==> src/rtl/multi_digit_auth.sv <==
// multi_digit_auth: keypad-style code checker with a consecutive-failure lockout.
// Digits are collected MSB-first into a buffer and compared against expected_code
// when enter is pressed. Too many consecutive failures lock the unit out for a
// fixed number of cycles. An abandoned entry is dropped after an inactivity timeout.
//
// state   | meaning
// IDLE    | no digits stored; waiting for the first digit
// ENTRY   | collecting digits; clear > enter > digit_valid
// GRANTED | access granted; only clear (log out) is honoured
// LOCKOUT | failure limit reached; every input ignored until the timer expires
module multi_digit_auth #(
  parameter int DIGITS         = 4,
  parameter int DIGIT_W        = 4,
  parameter int MAX_FAILS      = 3,
  parameter int LOCKOUT_CYCLES = 1000,
  parameter int TIMEOUT_CYCLES = 500
) (
  input  logic                             clk,
  input  logic                             reset,
  input  logic                             digit_valid,
  input  logic [DIGIT_W-1:0]               digit,
  input  logic                             enter,
  input  logic                             clear,
  input  logic [DIGITS*DIGIT_W-1:0]        expected_code,
  output logic                             auth_status,
  output logic                             locked,
  output logic                             fail_pulse,
  output logic [$clog2(MAX_FAILS+1)-1:0]   fail_count,
  output logic [$clog2(DIGITS+1)-1:0]      entered
);

  localparam int CW = DIGITS * DIGIT_W;
  localparam int EW = $clog2(DIGITS + 1);
  localparam int FW = $clog2(MAX_FAILS + 1);
  localparam int TW = $clog2(TIMEOUT_CYCLES + 1);
  localparam int LW = $clog2(LOCKOUT_CYCLES + 1);

  localparam logic [EW-1:0] FULL      = EW'(DIGITS);
  localparam logic [FW-1:0] FAIL_LIM  = FW'(MAX_FAILS);
  localparam logic [TW-1:0] TMO_LOAD  = TW'(TIMEOUT_CYCLES - 1);
  localparam logic [LW-1:0] LOCK_LOAD = LW'(LOCKOUT_CYCLES - 1);

  typedef enum logic [1:0] {
    IDLE    = 2'd0,
    ENTRY   = 2'd1,
    GRANTED = 2'd2,
    LOCKOUT = 2'd3
  } state_t;

  state_t          r_state,      w_state_nxt;
  logic [CW-1:0]   r_buf,        w_buf_nxt;
  logic [EW-1:0]   r_entered,    w_entered_nxt;
  logic            r_ovf,        w_ovf_nxt;
  logic [TW-1:0]   r_tmo,        w_tmo_nxt;
  logic [LW-1:0]   r_lock,       w_lock_nxt;
  logic [FW-1:0]   r_fail_count, w_fail_count_nxt;
  logic            r_fail_pulse, w_fail_pulse_nxt;
  logic            r_auth,       w_auth_nxt;
  logic            r_locked,     w_locked_nxt;

  logic            w_match;
  logic [FW-1:0]   w_fail_inc;

  // Comparison is only consumed in the enter cycle, so expected_code is
  // effectively sampled only then.
  assign w_match    = (r_entered == FULL) && !r_ovf && (r_buf == expected_code);
  assign w_fail_inc = r_fail_count + FW'(1);

  // State register and all registered datapath/outputs.
  always_ff @(posedge clk or posedge reset) begin
    if (reset) begin
      r_state      <= IDLE;
      r_buf        <= '0;
      r_entered    <= '0;
      r_ovf        <= 1'b0;
      r_tmo        <= '0;
      r_lock       <= '0;
      r_fail_count <= '0;
      r_fail_pulse <= 1'b0;
      r_auth       <= 1'b0;
      r_locked     <= 1'b0;
    end else begin
      r_state      <= w_state_nxt;
      r_buf        <= w_buf_nxt;
      r_entered    <= w_entered_nxt;
      r_ovf        <= w_ovf_nxt;
      r_tmo        <= w_tmo_nxt;
      r_lock       <= w_lock_nxt;
      r_fail_count <= w_fail_count_nxt;
      r_fail_pulse <= w_fail_pulse_nxt;
      r_auth       <= w_auth_nxt;
      r_locked     <= w_locked_nxt;
    end
  end

  // Next-state and next-output decode.
  always_comb begin
    w_state_nxt      = r_state;
    w_buf_nxt        = r_buf;
    w_entered_nxt    = r_entered;
    w_ovf_nxt        = r_ovf;
    w_tmo_nxt        = r_tmo;
    w_lock_nxt       = r_lock;
    w_fail_count_nxt = r_fail_count;
    w_fail_pulse_nxt = 1'b0;
    w_auth_nxt       = r_auth;
    w_locked_nxt     = r_locked;

    case (r_state)
      IDLE: begin
        if (digit_valid) begin
          w_buf_nxt                    = '0;
          w_buf_nxt[CW-1 -: DIGIT_W]   = digit;
          w_entered_nxt                = EW'(1);
          w_ovf_nxt                    = 1'b0;
          w_tmo_nxt                    = TMO_LOAD;
          w_state_nxt                  = ENTRY;
        end
      end

      ENTRY: begin
        if (clear) begin
          w_buf_nxt     = '0;
          w_entered_nxt = '0;
          w_ovf_nxt     = 1'b0;
          w_state_nxt   = IDLE;
        end else if (enter) begin
          // The buffer is wiped on both outcomes so no code lingers in flops.
          w_buf_nxt     = '0;
          w_entered_nxt = '0;
          w_ovf_nxt     = 1'b0;
          if (w_match) begin
            w_auth_nxt       = 1'b1;
            w_fail_count_nxt = '0;
            w_state_nxt      = GRANTED;
          end else begin
            w_fail_pulse_nxt = 1'b1;
            w_fail_count_nxt = w_fail_inc;
            if (w_fail_inc == FAIL_LIM) begin
              w_locked_nxt = 1'b1;
              w_lock_nxt   = LOCK_LOAD;
              w_state_nxt  = LOCKOUT;
            end else begin
              w_state_nxt  = IDLE;
            end
          end
        end else if (digit_valid) begin
          w_tmo_nxt = TMO_LOAD;
          if (r_entered < FULL) begin
            for (int k = 0; k < DIGITS; k++) begin
              if (int'(r_entered) == k) begin
                w_buf_nxt[(DIGITS-1-k)*DIGIT_W +: DIGIT_W] = digit;
              end
            end
            w_entered_nxt = r_entered + EW'(1);
          end else begin
            w_ovf_nxt = 1'b1;
          end
        end else if (r_tmo == '0) begin
          // Final idle cycle of the timeout window: abandon silently.
          w_buf_nxt     = '0;
          w_entered_nxt = '0;
          w_ovf_nxt     = 1'b0;
          w_state_nxt   = IDLE;
        end else begin
          w_tmo_nxt = r_tmo - TW'(1);
        end
      end

      GRANTED: begin
        if (clear) begin
          w_auth_nxt  = 1'b0;
          w_state_nxt = IDLE;
        end
      end

      LOCKOUT: begin
        if (r_lock == '0) begin
          w_locked_nxt     = 1'b0;
          w_fail_count_nxt = '0;
          w_state_nxt      = IDLE;
        end else begin
          w_lock_nxt = r_lock - LW'(1);
        end
      end

      default: begin
        w_state_nxt = IDLE;
      end
    endcase
  end

  assign auth_status = r_auth;
  assign locked      = r_locked;
  assign fail_pulse  = r_fail_pulse;
  assign fail_count  = r_fail_count;
  assign entered     = r_entered;

endmodule

==> config.mk <==
export PLATFORM = sky130hd
export DESIGN_NAME = multi_digit_auth
export DESIGN_NICKNAME = d
export VERILOG_FILES = /design/src/rtl/multi_digit_auth.sv
export SDC_FILE = /design/constraint.sdc
export NUM_CORES = 1
export LEC_CHECK = 0
export ABC_AREA = 1
export BUFFER_PORTS_ARGS = -buffer_cell sky130_fd_sc_hd__buf_2
export CAP_MARGIN = 10
export CELL_PAD_IN_SITES_DETAIL_PLACEMENT = 1
export CELL_PAD_IN_SITES_GLOBAL_PLACEMENT = 2
export CORE_UTILIZATION = 37
export CTS_BUF_LIST = sky130_fd_sc_hd__clkbuf_4 sky130_fd_sc_hd__clkbuf_8
export DETAILED_ROUTE_END_ITERATION = 8
export PLACE_DENSITY_LB_ADDON = 0.1
export SYNTH_ARGS = -nofsm -noshare
export SYNTH_HDL_FRONTEND = slang
export SYNTH_SLANG_ARGS = --single-unit
==> constraint.sdc <==
create_clock -name clk -period 3.2 [get_ports clk]
set_input_delay 0.32 -clock clk [delete_from_list [all_inputs] [get_ports clk]]
set_output_delay 0.32 -clock clk [all_outputs]
set_load 0.01 [all_outputs]
==> metrics, run 1 <==
number of gates given a new drive strength after cts=0; DRC violation count after routing=0; GR Util All Layers=0.1874; syn nets=438; mean routed wirelength per cell=13.07 um; startpoint of the worst register-to-register path=entered[0]$_DFFE_PP0P_; slack of the worst reg-to-reg path=1150 ps; clock latency on the worst-skew pair=320 ps; number of max-cap violations=0; Initial DRT Pass Iterations=4; fraction of synthesized area in multiplexers=0; endpoints failing hold=0; category of the worst setup path launch point=register; total wire length=7045 um; via density per instance=4.827; Static Leak=1.722 nW; main combinational cell family by area after synthesis=simple AND/OR/NAND/NOR gates; Max-slew headroom=0.3169; Gate Count Post-Synth=404; Port Buffers=32; Clock Sinks=46; drt first-iter violations=119; DRT antenna net count=0; cell area reported after detailed placement=3168 um^2; area delta synth->final=12.74%; clock tree from TritonCTS=built; routability congestion estimate from global placement=0.7486; CTS Hold Bufs=0; worst supply voltage drop on vdd=0.3627 mV; Placement Rows=31; Critical Path End Type=register; die area=8214 um^2; endpoint of the worst register-to-register path=r_lock[5]$_DFFE_PP0P_; final sum of negative setup slack=0 ps; floorplan die height=90.63 um; RSZ-0062 raised after global routing=false; xor/xnor cell area share of the yosys netlist=0.01808; via count=2602; post-synthesis register bit count=46; share of the core filled with cells in the final layout=0.4423; Detail Placement HPWL=5450 um; leading cell types in the layout, fill and taps excluded=sky130_fd_sc_hd__nand2_1 (124), sky130_fd_sc_hd__inv_1 (65), sky130_fd_sc_hd__dfrtp_1 (46); total chip power=0.002462 W; fraction of registers with async set/reset=1.000; floorplan die width=90.63 um; kind of critical path=register to register; clock-pin transition on the worst setup and hold timing paths=100 ps; worst-margin pin slew=1023 ps; share of the cycle needed by the critical path after routing=0.6394; maximum net fanout on the critical path=12; syn_area_per_cell=7.194 um^2; Filler cells=978; number of global-route vias before repair=2627; largest net degree at the start of global routing=47; number of synthesized flops with an enable pin=0; leading cell type in the layout, fill and taps excluded=sky130_fd_sc_hd__nand2_1; share of synthesized cell area in full adder, half adder and majority cells=0.03874; core region area=7408 um^2; starting density of the core=0.3923; number of diodes=0; Tightest Hold Check Type=primary input to asynchronous set/reset pin; global-route wire length before repair=12320 um; result of the run=finished, final reports clean; number of primary I/O pins=33; area fraction in and, or, nand and nor cells after synthesis=0.3405; ratio of cells with drive above 1 in the final layout=0.1477; total grt overflow=0; largest clock skew in the final design=13.78 ps; worst-case reg-to-reg path depth=8; # nets final=473; clock buffers created by TritonCTS=5; power density cells=751.3 nW/um^2; depth of the CTS H-tree=2; Max Clk Rate=488.7 MHz; leading register cell type out of synthesis=sky130_fd_sc_hd__dfrtp_1; root buffer cell=sky130_fd_sc_hd__clkbuf_8; number of setup violations in the final report=0; number of distinct library cells after synthesis=34; area fraction in compound gates after synthesis=0.1037; yosys warns=0; share of the yosys chip area belonging to registers=0.3960; post-route standard cell area excluding fillers=3277 um^2; initial antenna violation count=0; Crit path arrival time=2310 ps; endpoint required time on the critical path=3460 ps; final critical path time including I/O delays and setup=2046 ps; buffers inserted by post-CTS timing repair=0; buffer levels on the longest clock path=2; cell area after synthesis=2907 um^2; total count of max-transition violations in the final report=0
[metal layers]
layer  up-vias  track usage  wire length [um]
met5         -            0                 0
li1       1331            -                 -
met1      1229       0.2627              3632
met4         0      0.06048                98
met2        35       0.2986              3132
met3         7      0.02357               181
[cell families (layout without fill, tap and decap cells)]
logic type / count (synthesis) / after routing
simple gates: 217 / 217
buf+inv: 75 / 111
compound gates: 51 / 51
flops: 46 / 46
fa+ha+maj: 9 / 9
xor+xnor: 6 / 6
[power by group]
group	total, W	internal [W]	switching (W)
sequential	0.000878	0.000744	0.000134
clock	0.000449	0.000230	0.000219
combinational	0.00113	0.000365	0.000769
[Yosys cell counts (2+ instances only)]
library cell | count | area [um^2]
sky130_fd_sc_hd__inv_6 | 2 | 17.52
sky130_fd_sc_hd__o21ai_1 | 2 | 10.01
sky130_fd_sc_hd__nor2_2 | 2 | 12.51
sky130_fd_sc_hd__ha_1 | 9 | 112.6
sky130_fd_sc_hd__o21a_1 | 3 | 22.52
sky130_fd_sc_hd__nand4_1 | 13 | 81.33
sky130_fd_sc_hd__dfrtp_1 | 46 | 1151
sky130_fd_sc_hd__o31ai_1 | 3 | 22.52
sky130_fd_sc_hd__clkbuf_1 | 2 | 7.510
sky130_fd_sc_hd__buf_4 | 2 | 15.01
sky130_fd_sc_hd__nor2_4 | 7 | 78.83
sky130_fd_sc_hd__a21oi_1 | 9 | 45.04
sky130_fd_sc_hd__or2_2 | 2 | 12.51
sky130_fd_sc_hd__inv_1 | 66 | 247.7
sky130_fd_sc_hd__o21ai_0 | 28 | 140.1
sky130_fd_sc_hd__nand2_2 | 2 | 12.51
sky130_fd_sc_hd__nand3b_1 | 2 | 15.01
sky130_fd_sc_hd__nand2_1 | 124 | 465.5
sky130_fd_sc_hd__xor2_1 | 6 | 52.55
sky130_fd_sc_hd__nand3_4 | 2 | 35.03
sky130_fd_sc_hd__nand3_1 | 14 | 70.07
sky130_fd_sc_hd__nor3_1 | 4 | 20.02
sky130_fd_sc_hd__nor2_1 | 41 | 153.9
sky130_fd_sc_hd__inv_2 | 3 | 11.26
[through the flow]
| stage | hold slack (ps) | setup slack, ps | std cells |
|---|---|---|---|
| floorplan | 441.9 | 1604 | 404 |
| global placement | 463.3 | 1181 | 531 |
| detailed placement | 472.2 | 1114 | 531 |
| CTS | 284.3 | 1090 | 539 |
| global route | 344.2 | 942.2 | 539 |
| finish | 235.5 | 1154 | 539 |
[layout make-up]
type / instances / area, um^2 / area share
timing repair buffer: 32 / 160.2 / 0.04887
inverter: 71 / 276.5 / 0.08438
multi-input combinational: 283 / 1456 / 0.4444
clock buffer: 5 / 68.82 / 0.02100
tap: 99 / 123.9 / 0.03780
sequential: 46 / 1151 / 0.3513
clock inverter: 3 / 40.04 / 0.01222
[flip-flops by register name, indices dropped and copies added, names as in the netlist, 2 cells and up]
| name | cells |
|---|---|
| r_state | 2 |
| r_tmo | 9 |
| r_buf | 16 |
| r_lock | 10 |
| fail_count | 2 |
| entered | 3 |
[how the worst max path moves through the flow]
| stage | to | cells after the start | slack, ps | startpoint |
|---|---|---|---|---|
| after CTS | r_lock[5]$_DFFE_PP0P_ | 8 | 1090 | entered[0]$_DFFE_PP0P_ |
| after floorplan | r_buf[11]$_DFFE_PP0P_ | 10 | 1600 | r_tmo[0]$_DFFE_PP0P_ |
| after detailed placement | r_lock[5]$_DFFE_PP0P_ | 8 | 1110 | entered[0]$_DFFE_PP0P_ |
| after global placement | r_lock[9]$_DFFE_PP0P_ | 8 | 1180 | entered[0]$_DFFE_PP0P_ |
| final | r_lock[5]$_DFFE_PP0P_ | 8 | 1150 | entered[0]$_DFFE_PP0P_ |
| after global routing | r_lock[3]$_DFFE_PP0P_ | 8 | 940 | entered[0]$_DFFE_PP0P_ |
[worst max-delay path: stages (launching register included)]
cell and delay [ps]:
sky130_fd_sc_hd__dfrtp_1 430, sky130_fd_sc_hd__inv_1 120, sky130_fd_sc_hd__ha_1 220, sky130_fd_sc_hd__nand2_1 70, sky130_fd_sc_hd__nor2_1 140, sky130_fd_sc_hd__nand4_1 460, sky130_fd_sc_hd__nand3_2 390, sky130_fd_sc_hd__nand2_1 90
sky130_fd_sc_hd__nand2_1 70
Note: power is estimated with default switching activity, not from simulation.
==> run 2, diff against run 1 <==
--- a/config.mk
+++ b/config.mk
@@ -10,7 +10,7 @@
 export CAP_MARGIN = 10
 export CELL_PAD_IN_SITES_DETAIL_PLACEMENT = 1
 export CELL_PAD_IN_SITES_GLOBAL_PLACEMENT = 2
-export CORE_UTILIZATION = 37
+export CORE_UTILIZATION = 34
 export CTS_BUF_LIST = sky130_fd_sc_hd__clkbuf_4 sky130_fd_sc_hd__clkbuf_8
 export DETAILED_ROUTE_END_ITERATION = 8
 export PLACE_DENSITY_LB_ADDON = 0.1
==> constraint.sdc (replaced) <==
create_clock -name clk -period 1.9 [get_ports clk]
set_input_delay 0.19 -clock clk [delete_from_list [all_inputs] [get_ports clk]]
set_output_delay 0.19 -clock clk [all_outputs]
set_load 0.01 [all_outputs]
==> run 2 against run 1 <==
Non-clock buffer count grew 15. Clock power rose by 70%. Utilization fell by 2.3 points. Largest cell class unchanged. Highest routed layer unchanged.
==> metrics, run 2 (synthesized netlist as in run 1, its figures left out) <==
initial antenna violation count=0; endpoint required time on the critical path=2090 ps; number of global-route vias before repair=2657; startpoint of the worst register-to-register path=r_tmo[0]$_DFFE_PP0P_; launch point of the worst hold path=digit[1]; post-route standard cell area excluding fillers=3460 um^2; endpoint of the worst register-to-register path=r_buf[8]$_DFFE_PP0P_; depth of the CTS H-tree=2; Buf/Inv on CP=1; GR Util All Layers=0.1795; DRC violation count after routing=0; total wire length=7220 um; root buffer cell=sky130_fd_sc_hd__clkbuf_8; Critical Path Stages=10; post-route non-filler standard cell count=560; clock latency on the worst-skew pair=300 ps; category of the worst setup path launch point=register; drt first-iter violations=74; largest clock skew in the final design=10.28 ps; final critical path time including I/O delays and setup=1757 ps; cell-by-cell trace of the critical path=inv_2, ha_2, nand2_2, nor2_4, nand3_2, nand3_4, nand3_4, nor2_4, nand2_1, o21a_1; ratio of cells with drive above 1 in the final layout=0.1890; share of the cycle needed by the critical path after routing=0.9245; end point of the worst hold path=r_buf[13]$_DFFE_PP0P_; floorplan die width=94.46 um; power density cells=1247 nW/um^2; Crit path arrival time=1940 ps; clock buffers created by TritonCTS=5; Max Clk Rate=569.3 MHz; global-route wire length before repair=12610 um; cell area reported after detailed placement=3283 um^2; number of diodes=0; Static Leak=1.805 nW; die area=8923 um^2; largest reg by FF count=r_buf; flip-flop count of the largest register after layout=16; largest net degree at the start of global routing=25; registers with the most flip-flops=r_buf x16, r_lock x10, r_tmo x9; area delta synth->final=19.03%; number of primary I/O pins=33; category of cells accounting for the largest share of critical-path delay=simple AND/OR/NAND/NOR gates; worst supply voltage drop on vdd=0.5504 mV; leading cell type in the layout, fill and taps excluded=sky130_fd_sc_hd__nand2_1; via count=2647; Detail Placement HPWL=5762 um; leading cell types in the layout, fill and taps excluded=sky130_fd_sc_hd__nand2_1 (123), sky130_fd_sc_hd__inv_1 (64), sky130_fd_sc_hd__dfrtp_1 (46); floorplan die height=94.46 um; delay of the slowest cell on the worst path=410 ps; Max-slew headroom=0.6353; slack of the worst reg-to-reg path=140 ps; Tightest Hold Check Type=primary input to register; Cell Count Post-Placement=548; Filler cells=1078; worst-case reg-to-reg path depth=10; Placement Rows=33; endpoints failing hold=0; final sum of negative setup slack=0 ps; share of the core filled with cells in the final layout=0.4189; routability congestion estimate from global placement=0.7724; mean routed wirelength per cell=12.89 um; Clock Sinks=46; via density per instance=4.727; buffer levels on the longest clock path=2; Initial DRT Pass Iterations=6; core region area=8258 um^2; starting density of the core=0.3520; worst-margin pin slew=546.3 ps; kind of critical path=register to register; maximum net fanout on the critical path=8; number of cells on the worst hold path=5; Critical Path End Type=register; CP max-delay cell=sky130_fd_sc_hd__dfrtp_1; number of max-cap violations=0; clock tree from TritonCTS=built; total count of max-transition violations in the final report=0; DRT antenna net count=0; clock-pin transition on the worst setup and hold timing paths=90 ps; total grt overflow=0; # nets final=488; result of the run=finished, final reports clean; number of setup violations in the final report=0; Port Buffers=32
==> run 2: cell types whose count changed in the layout (fill, tap and decap cells not counted), moves of 2 or more <==
cell and change:
sky130_fd_sc_hd__buf_4 +12, sky130_fd_sc_hd__buf_12 +2, sky130_fd_sc_hd__nor2_1 -2, sky130_fd_sc_hd__clkbuf_4 +2, sky130_fd_sc_hd__clkinv_2 -2
==> run 2: worst max path at each step <==
| stage | endpoint | startpoint | slack, ps |
|---|---|---|---|
| 6_report | r_buf[8]$_DFFE_PP0P_ | r_tmo[0]$_DFFE_PP0P_ | 140 |
| 5_1_grt | r_state[0]$_DFFE_PP0P_ | entered[0]$_DFFE_PP0P_ | -10 |
| 4_1_cts | r_buf[8]$_DFFE_PP0P_ | r_tmo[0]$_DFFE_PP0P_ | 50 |
| 3_5_place_dp | r_buf[8]$_DFFE_PP0P_ | r_tmo[0]$_DFFE_PP0P_ | 70 |
| 3_3_place_gp | r_state[0]$_DFFE_PP0P_ | entered[0]$_DFFE_PP0P_ | 170 |
| 2_1_floorplan | r_buf[11]$_DFFE_PP0P_ | r_tmo[0]$_DFFE_PP0P_ | 300 |
==> run 2: through the flow <==
step                total power, W  worst slack [ps]  hold slack [ps]
floorplan                 0.002904             303.6            356.0
global placement          0.003462             167.9            280.8
detailed placement        0.003535             69.18            269.2
CTS                       0.004319             46.93            247.2
global route              0.004729            -9.833            265.2
finish                    0.004314             143.5            244.1
==> run 2: final cells by class <==
| class | count | area, um^2 | share of cell area |
|---|---|---|---|
| Clock inverter | 1 | 30.03 | 0.008680 |
| Tap cell | 105 | 131.4 | 0.03797 |
| Sequential cell | 46 | 1151 | 0.3327 |
| Inverter | 71 | 276.5 | 0.07993 |
| Clock buffer | 7 | 83.83 | 0.02423 |
| Timing Repair Buffer | 47 | 300.3 | 0.08680 |
| Multi-Input combinational cell | 283 | 1486 | 0.4297 |
==> run 2: layer usage <==
layer	routed length [um]	vias up	track usage	part of all wire
li1	-	1366	-	-
met1	3837	1249	0.2591	0.53
met2	3174	28	0.2874	0.44
met3	155	4	0.02657	0.021
met4	53	0	0.03030	0.0073
met5	0	-	0	0
==> run 2: repair_timing <==
item	in CTS	in global routing
hold endpoints to repair	23	0
buffers inserted	0	3
gates resized for setup	0	9
setup endpoints to repair	0	36
hold buffers	1	0
==> run 2: power by group <==
group | total [W] | internal [W] | leakage, nW | switching (W)
Sequential | 0.00148 | 0.00125 | 0.573 | 0.000227
Clock | 0.000765 | 0.000423 | 0.0593 | 0.000342
Combinational | 0.00207 | 0.000742 | 1.17 | 0.00133
Total | 0.00431 | 0.00242 | 1.80 | 0.00189
==> run 2: worst register-to-register path: cells and delay by family, from the launching register on <==
| kind | cells | cell delay [ps] |
|---|---|---|
| adders and majority gates | 1 | 190 |
| DFF | 1 | 410 |
| buffers and inverters | 1 | 70 |
| and+or+nand+nor | 7 | 870 |
| AOI/OAI and AO/OA | 1 | 110 |
==> run 3, diff against run 2 <==
--- a/config.mk
+++ b/config.mk
@@ -14,6 +14,8 @@
 export CTS_BUF_LIST = sky130_fd_sc_hd__clkbuf_4 sky130_fd_sc_hd__clkbuf_8
 export DETAILED_ROUTE_END_ITERATION = 8
 export PLACE_DENSITY_LB_ADDON = 0.1
+export RECOVER_POWER = 100
+export REMOVE_ABC_BUFFERS = 1
 export SYNTH_ARGS = -nofsm -noshare
 export SYNTH_HDL_FRONTEND = slang
 export SYNTH_SLANG_ARGS = --single-unit
==> run 3 against run 2 <==
Final cell count is 0.36% lower. Clock skew is 0.51 ps lower. Global-route usage is 0.12 points higher. Die area stayed put. Wire length is 1.4% higher. Clock-buffer cell count is 1 lower. Setup slack worse by 4.2 ps. Total power is 0.47% lower. Sequential share of layout area is 0.59 points higher. Sequential power hardly changed. Utilization is 0.73 points lower.
==> metrics, run 3 (synthesized netlist as in run 1, its figures left out) <==
share of power burned in combinational logic=0.479; worst-margin pin slew=1221 ps; Placement Rows=33; relative contribution of sequential cells to total power=0.342; delay of the slowest cell on the worst path=410 ps; endpoint required time on the critical path=2110 ps; Port Buffers=32; largest reg by FF count=r_buf; RSZ-0062 raised after global routing=false; final critical path time including I/O delays and setup=1761 ps; core region area=8258 um^2; Initial DRT Pass Iterations=4; DRT antenna net count=0; leading cell type in the layout, fill and taps excluded=sky130_fd_sc_hd__nand2_1; worst setup path end=r_buf[8]$_DFFE_PP0P_; launch point of the critical path=r_tmo[1]$_DFFE_PP0P_; category of the worst setup path launch point=register; largest clock skew in the final design=9.770 ps; floorplan die height=94.46 um; internal power=0.002381 W; number of max-cap violations=0; total grt overflow=0; global-route wire length before repair=12370 um; root buffer cell=sky130_fd_sc_hd__clkbuf_8; registers with the most flip-flops=r_buf x16, r_lock x10, r_tmo x9; clock buffers created by TritonCTS=5; clock tree from TritonCTS=built; number of setup violations in the final report=0; CTS Hold Bufs=0; final sum of negative setup slack=0 ps; area used by sequential logic in the layout=1151 um^2; share of total power consumed by net switching=0.4453; via density per instance=4.711; Static Leak=1.748 nW; kind of critical path=register to register; worst-case reg-to-reg path depth=10; floorplan die width=94.46 um; drt first-iter violations=68; endpoint of the worst register-to-register path=r_buf[8]$_DFFE_PP0P_; depth of the CTS H-tree=2; switching power total=0.001912 W; leading cell types in the layout, fill and taps excluded=sky130_fd_sc_hd__nand2_1 (124), sky130_fd_sc_hd__inv_1 (65), sky130_fd_sc_hd__dfrtp_1 (46); slack of the worst reg-to-reg path=140 ps; minimum setup slack after placement=85.12 ps; largest net degree at the start of global routing=47; share of the core filled with cells in the final layout=0.4117; GR Util All Layers=0.1807; # nets final=486; Max-slew headroom=0.1859; result of the run=finished, final reports clean; share of the cycle needed by the critical path after routing=0.9267; buffer levels on the longest clock path=2; power density cells=1263 nW/um^2; Clock Sinks=46; ratio of cells with drive above 1 in the final layout=0.1611; final hold slack=237.6 ps; total count of max-transition violations in the final report=0; maximum net fanout on the critical path=8; flip-flop count of the largest register after layout=16; Crit path arrival time=1970 ps; starting density of the core=0.3520; Tightest Hold Check Type=primary input to register; die area=8923 um^2; worst supply voltage drop on vdd=0.4754 mV; cell-by-cell trace of the critical path=inv_2, ha_4, nand2_1, nor2_2, nand3_2, nand3_4, nand3_4, nor2_4, nand2_1, o21a_1; Critical Path End Type=register; Max Clk Rate=567.9 MHz; total wire length=7319 um; number of global-route vias before repair=2637; DRC violation count after routing=0; mean routed wirelength per cell=13.12 um; area of combinational cells with multiple inputs=1486 um^2; area delta synth->final=16.96%; clock-pin transition on the worst setup and hold timing paths=90 ps; startpoint of the worst register-to-register path=r_tmo[1]$_DFFE_PP0P_; Filler cells=1101; endpoints failing hold=0; smallest setup slack after layout=139.2 ps; Clk pwr share=0.179; CP max-delay cell=sky130_fd_sc_hd__dfrtp_1; clock latency on the worst-skew pair=310 ps; initial antenna violation count=0; number of diodes=0; via count=2629; Detail Placement HPWL=5632 um; number of primary I/O pins=33; routability congestion estimate from global placement=0.7569
run 3: how the worst min path moves through the flow:
stage,startpoint,endpoint,slack [ps],cells past startpoint
after global placement,reset,r_lock[6]$_DFFE_PP0P_,400,3
after global routing,clear,auth_status$_DFFE_PP0P_,260,4
final,clear,auth_status$_DFFE_PP0P_,240,4
after detailed placement,reset,r_lock[6]$_DFFE_PP0P_,410,3
after floorplan,clear,auth_status$_DFFE_PP0P_,360,3
after CTS,reset,r_lock[6]$_DFFE_PP0P_,60,3
run 3: timing repair:
item / in CTS / in global routing
resized for setup: 0 / 8
setup buffers: 0 / 1
endpoints found under the hold margin: 0 / 0
endpoints found under the setup margin: 0 / 22
run 3: through the flow:
stage / area, um^2 / cells / power (W)
finish: 3400 / 558 / 0.004294
floorplan: 2884 / 400 / 0.002881
global route: 3400 / 558 / 0.004695
detailed placement: 3266 / 549 / 0.003533
global placement: 3266 / 549 / 0.003485
CTS: 3379 / 557 / 0.004335
run 3: layout make-up:
type	count	area share
well taps	105	0.03865
repair buffers	45	0.07214
multi-input cells	283	0.4372
flip-flops and latches	46	0.3386
clock inverters	2	0.01104
clock buffers	6	0.02245
inverters	71	0.07987
run 3: critical path: cells and delay by family, from the launching register on:
kind / cells / cell delay, ps
AOI/OAI and AO/OA: 1 / 100
DFF: 1 / 410
adders and majority gates: 1 / 130
buffers and inverters: 1 / 80
and+or+nand+nor: 7 / 930
run 3: power groups by stage:
stage	logic, W	registers, W	clock network, W
3_5_place_dp	0.00204	0.00149	0
3_3_place_gp	0.00201	0.00148	0
4_1_cts	0.00206	0.00147	0.000805
2_1_floorplan	0.00141	0.00147	0
5_1_grt	0.00236	0.00151	0.000823
6_report	0.00206	0.00147	0.000768
run 3: routing by layer:
layer	GRT usage	wire length, um
met1	0.2400	3621
met2	0.2983	3424
met3	0.02979	166
met4	0.06061	107
met5	0	0
